[config.mk]
export PLATFORM = sky130hd
export DESIGN_NAME = rgb565_stream_decoder
export DESIGN_NICKNAME = d
export VERILOG_FILES = /design/src/rtl/rgb565_stream_decoder.sv
export SDC_FILE = /design/constraint.sdc
export NUM_CORES = 1
export LEC_CHECK = 0
export ABC_CLOCK_PERIOD_IN_PS = 1900
export CAP_MARGIN = 40
export CORE_UTILIZATION = 53
export DETAILED_ROUTE_END_ITERATION = 10
export GPL_ROUTABILITY_DRIVEN = 0
export PLACE_DENSITY = 0.79
export SETUP_SLACK_MARGIN = 0.15
export SYNTH_ARGS = -nofsm -noshare
export SYNTH_HDL_FRONTEND = slang
export SYNTH_SLANG_ARGS = --single-unit
[constraint.sdc]
create_clock -name clk -period 1.9 [get_ports clk]
set_input_delay 0.285 -clock clk [delete_from_list [all_inputs] [get_ports clk]]
set_output_delay 0.285 -clock clk [all_outputs]
set_load 0.1 [all_outputs]
[src/rtl/rgb565_stream_decoder.sv]
// Byte-stream to pixel decoder: reassembles big-endian RGB565 pixels, expands them to RGB888
// and tags frame/line markers. Optional macro RGB565_REPLICATE_EN selects MSB-replication fill.
module rgb565_stream_decoder #(
    parameter int IM_X = 1280,
    parameter int IM_Y = 720
) (
    input  logic       clk,
    input  logic       rst,
    input  logic [7:0] byte_in,
    input  logic       byte_valid,
    output logic       byte_ready,
    input  logic       frame_start,
    input  logic       out_ready,
    output logic [7:0] R,
    output logic [7:0] G,
    output logic [7:0] B,
    output logic       pixel_valid,
    output logic       sof,
    output logic       eol,
    output logic       eof,
    output logic       frame_err
);

    localparam int XW = (IM_X > 1) ? $clog2(IM_X) : 1;
    localparam int YW = (IM_Y > 1) ? $clog2(IM_Y) : 1;
    localparam logic [XW-1:0] X_LAST = XW'(IM_X - 1);
    localparam logic [YW-1:0] Y_LAST = YW'(IM_Y - 1);
    localparam logic [XW-1:0] X_ZERO = {XW{1'b0}};
    localparam logic [YW-1:0] Y_ZERO = {YW{1'b0}};

    typedef enum logic [0:0] {
        PH_HI = 1'b0,
        PH_LO = 1'b1
    } phase_t;

    function automatic logic [7:0] expand5(input logic [4:0] v);
`ifdef RGB565_REPLICATE_EN
        expand5 = {v, v[4:2]};
`else
        expand5 = {v, 3'b000};
`endif
    endfunction

    function automatic logic [7:0] expand6(input logic [5:0] v);
`ifdef RGB565_REPLICATE_EN
        expand6 = {v, v[5:4]};
`else
        expand6 = {v, 2'b00};
`endif
    endfunction

    phase_t        phase_q, phase_d;
    logic [7:0]    hold_q, hold_d;
    logic [XW-1:0] x_q, x_d;
    logic [YW-1:0] y_q, y_d;
    logic [7:0]    r_q, r_d;
    logic [7:0]    g_q, g_d;
    logic [7:0]    b_q, b_d;
    logic          pv_q, pv_d;
    logic          sof_q, sof_d;
    logic          eol_q, eol_d;
    logic          eof_q, eof_d;
    logic          err_q, err_d;

    logic          accept_s;
    logic          pixel_done_s;
    logic          x_last_s;
    logic          y_last_s;
    logic [4:0]    r5_s;
    logic [5:0]    g6_s;
    logic [4:0]    b5_s;

    // The output stage frees up when empty or when its pixel is being taken this cycle.
    assign byte_ready = !pv_q | out_ready;
    assign accept_s   = byte_valid & byte_ready;
    assign x_last_s   = (x_q == X_LAST);
    assign y_last_s   = (y_q == Y_LAST);
    assign r5_s       = hold_q[7:3];
    assign g6_s       = {hold_q[2:0], byte_in[7:5]};
    assign b5_s       = byte_in[4:0];

    // Phase FSM, hold register, position counters and frame-boundary checking.
    always_comb begin
        phase_d      = phase_q;
        hold_d       = hold_q;
        x_d          = x_q;
        y_d          = y_q;
        err_d        = 1'b0;
        pixel_done_s = 1'b0;
        if (accept_s) begin
            if (frame_start) begin
                // Always restarts as a HI byte; any half pixel or partial frame is dropped.
                hold_d  = byte_in;
                phase_d = PH_LO;
                x_d     = X_ZERO;
                y_d     = Y_ZERO;
                err_d   = (phase_q == PH_LO) || (x_q != X_ZERO) || (y_q != Y_ZERO);
            end else begin
                case (phase_q)
                    PH_HI: begin
                        hold_d  = byte_in;
                        phase_d = PH_LO;
                    end
                    PH_LO: begin
                        phase_d      = PH_HI;
                        pixel_done_s = 1'b1;
                        if (x_last_s) begin
                            x_d = X_ZERO;
                            if (y_last_s) begin
                                y_d = Y_ZERO;
                            end else begin
                                y_d = y_q + 1'b1;
                            end
                        end else begin
                            x_d = x_q + 1'b1;
                            y_d = y_q;
                        end
                    end
                    default: begin
                        phase_d = PH_HI;
                    end
                endcase
            end
        end else begin
            phase_d = phase_q;
        end
    end

    // Output register: load on pixel completion, clear once taken, hold under backpressure.
    always_comb begin
        r_d   = r_q;
        g_d   = g_q;
        b_d   = b_q;
        pv_d  = pv_q;
        sof_d = sof_q;
        eol_d = eol_q;
        eof_d = eof_q;
        if (pixel_done_s) begin
            r_d   = expand5(r5_s);
            g_d   = expand6(g6_s);
            b_d   = expand5(b5_s);
            pv_d  = 1'b1;
            sof_d = (x_q == X_ZERO) && (y_q == Y_ZERO);
            eol_d = x_last_s;
            eof_d = x_last_s && y_last_s;
        end else if (out_ready) begin
            pv_d = 1'b0;
        end else begin
            pv_d = pv_q;
        end
    end

    // State and output flops with asynchronous reset.
    always_ff @(posedge clk or posedge rst) begin
        if (rst) begin
            phase_q <= PH_HI;
            hold_q  <= 8'h00;
            x_q     <= X_ZERO;
            y_q     <= Y_ZERO;
            r_q     <= 8'h00;
            g_q     <= 8'h00;
            b_q     <= 8'h00;
            pv_q    <= 1'b0;
            sof_q   <= 1'b0;
            eol_q   <= 1'b0;
            eof_q   <= 1'b0;
            err_q   <= 1'b0;
        end else begin
            phase_q <= phase_d;
            hold_q  <= hold_d;
            x_q     <= x_d;
            y_q     <= y_d;
            r_q     <= r_d;
            g_q     <= g_d;
            b_q     <= b_d;
            pv_q    <= pv_d;
            sof_q   <= sof_d;
            eol_q   <= eol_d;
            eof_q   <= eof_d;
            err_q   <= err_d;
        end
    end

    assign R           = r_q;
    assign G           = g_q;
    assign B           = b_q;
    assign pixel_valid = pv_q;
    assign sof         = sof_q;
    assign eol         = eol_q;
    assign eof         = eof_q;
    assign frame_err   = err_q;

endmodule

==> summary.txt <==
worst slack, placed - 0.0171 ns
RSZ-0062 raised after global routing - false
Critical Path RT - 2.10 ns
Antenna Nets Post-Route - 0
GRT Util Overall - 21.8%
FP Rows - 25
Fin. Hold Viols - 0
Avg WL per Cell - 15.4 µm
Clock Tree Root - clkbuf_8
sequential share of the synthesized area - 49.1%
I/O pins - 43
flops & latches, synth - 51
Residual DRC - 0
largest net degree at the start of global routing - 35
most frequent cells in the layout - dfrtp_1, buf_4, mux2_2, nand2_1
Port Buffers - 34
crit path capture type - flop
worst setup margin - 0.230 ns
Nets - 300
hold-fix buffers at CTS - 0
Crit-path slowest cell - dfrtp_1
Final Util - 68.3%
Worst Setup Path Type - flop to flop
first-pass GRT wire length - 8.78 mm
Syn. warnings - 0
Final Skew - 0.00292 ns
Clock Sinks - 51
post-synth cell types - 49
vias post-DR - 1955
Num CTS Buffers - 5
area of the die - 5190 µm²
final WL - 5.40 mm
Final Cycle Share - 87.9%
min Tclk post-route - 1.67 ns
EDFF count, synth - 0
CP cell instances - ha_1 > and3_4 > a41oi_2 > buf_12 > a211o_1 > a22o_1
vias in the first global route - 1896
First-pass DRT Iterations - 4
Async SR Flop Fraction - 100%
clock buffer depth - 2
status - complete, no violations
Mapped Cells - 231
slowest stage delay, CP - 0.38 ns
Worst-Skew Late Latency - 0.30 ns
Syn-to-layout area delta - 24.1%
proportion of layout cells with a drive suffix above 1 - 34.3%
commonest non-fill, non-tap cell in the layout - dfrtp_1
startpoint types - flop
core area - 4720 µm²
vias per inst - 5.59
syn avg cell area - 11.3 µm²
CTS tree - built
ys flop type - dfrtp_1
initial core utilization - 55.0%
Clk pin slew, worst setup/hold paths - 0.09 ns
DRT iter0 DRCs - 113
class of the worst hold path - input pin to async pin
die width - 72.0 µm
GRT Residual Overflow - 0
Max Freq - 599 MHz
H-tree depth - 2
Max FO, Critical Path - 12
maximum VDD drop - 0.687 mV
Fin Setup TNS - 0 ns
PD cells - 1270 nW/µm²
max-slew violations - 0
total of max-cap violations - 0
leakage power - 1.41 nW
dpl hpwl - 3.93 mm
Final setup viols - 0
Die Height - 72.0 µm
Post-Syn Area - 2600 µm²
Worst EP arrival - 1.87 ns
Tot Pwr - 4.10 mW
antenna violations before repair - 0
ANT cells - 0
-- worst max-delay path, delay by kind of cell, from the launching register on --
family          cells  cell delay [ns]
buf+inv             1             0.20
fa+ha+maj           1             0.19
compound gates      3             0.60
flops               1             0.38
simple gates        1             0.20
-- synthesized netlist by cell type, types with 2 or more instances --
master | instances | share of area (%)
inv_1 | 11 | 1.6
mux2_1 | 2 | 0.87
nor4_1 | 4 | 0.96
and4_1 | 3 | 1.0
nand3_1 | 9 | 1.7
nor2_1 | 6 | 0.87
nand2_1 | 19 | 2.7
mux2_2 | 24 | 10
ha_1 | 4 | 1.9
a21oi_1 | 6 | 1.2
or3_1 | 5 | 1.2
o22ai_1 | 4 | 0.96
buf_6 | 4 | 1.7
o21ai_0 | 12 | 2.3
nand2b_1 | 4 | 0.96
dfrtp_1 | 51 | 49
o211ai_1 | 3 | 0.87
or4_1 | 2 | 0.58
a211oi_1 | 4 | 1.2
and3_2 | 2 | 0.58
buf_4 | 10 | 2.9
nor3b_1 | 2 | 0.58
nand4_1 | 6 | 1.4
buf_2 | 3 | 0.58
nor2b_1 | 2 | 0.48
xor2_1 | 3 | 1.0
and3_1 | 4 | 0.96
-- per-layer routing --
layer	GRT usage, %	up-vias	part of all wire, %
li1	-	922	-
met5	0	-	0
met4	8.06	0	2.1
met2	36.3	53	50
met3	3.19	11	3.3
met1	29.3	969	45
-- per-stage QoR --
stage	area, µm²	cells	hold WS, ns
after floorplan	2670	238	0.417
after global placement	3070	340	0.468
after detailed placement	3070	340	0.490
after CTS	3190	349	0.297
after global routing	3230	350	0.324
final	3230	350	0.282
-- where the power goes --
part | internal [mW] | switching, mW
Sequential | 1.29 | 0.121
Combinational | 0.468 | 1.48
Clock | 0.385 | 0.359
Total | 2.15 | 1.96
-- what timing repair did --
action,4_1_cts,5_1_grt
gates resized for setup,0,6
endpoints found under the hold margin,0,0
setup buffers,2,1
endpoints found under the setup margin,4,9
pin swaps,1,1
gates cloned,0,0
-- final cells by class --
cell class                      instances  area [µm²]
Tap cell                               67        83.8
Fill cell                             344        1500
Multi-Input combinational cell        158        1230
Clock inverter                          2        37.5
Clock buffer                            5        68.8
Timing Repair Buffer                   56         488
Inverter                               11        41.3
Sequential cell                        51        1280
-- sequential cells by signal, indices dropped and copies added, names as in the netlist --
register	count
pixel_valid	1
G	6
B	5
sof	1
eol	1
R	5
eof	1
y_q	10
hold_q	8
phase_q	1
frame_err	1
x_q	11
-- cell families after synthesis --
| family | Yosys count | synth area share [%] |
|---|---|---|
| AND/OR/NAND/NOR | 75 | 17.7 |
| flip-flops | 51 | 49.1 |
| AO/OA/AOI/OAI | 42 | 11.9 |
| buffers and inverters | 29 | 6.98 |
| multiplexers | 26 | 11.3 |
| adder cells (fa/ha/maj) | 4 | 1.93 |
| XOR/XNOR | 3 | 1.01 |
| other | 1 | 0.144 |
-- final timing paths --
kind,from,end,slack (ns),cells past startpoint
max in group asynchronous,rst,y_q[0],1.10,3
min,rst,R[6],0.28,2
min reg2reg,sof,sof,0.50,1
max,x_q[1],y_q[5],0.23,6
min in group clk,sof,sof,0.50,1
max reg2reg,x_q[1],y_q[5],0.23,6
Power figures use the tool's default switching activity.
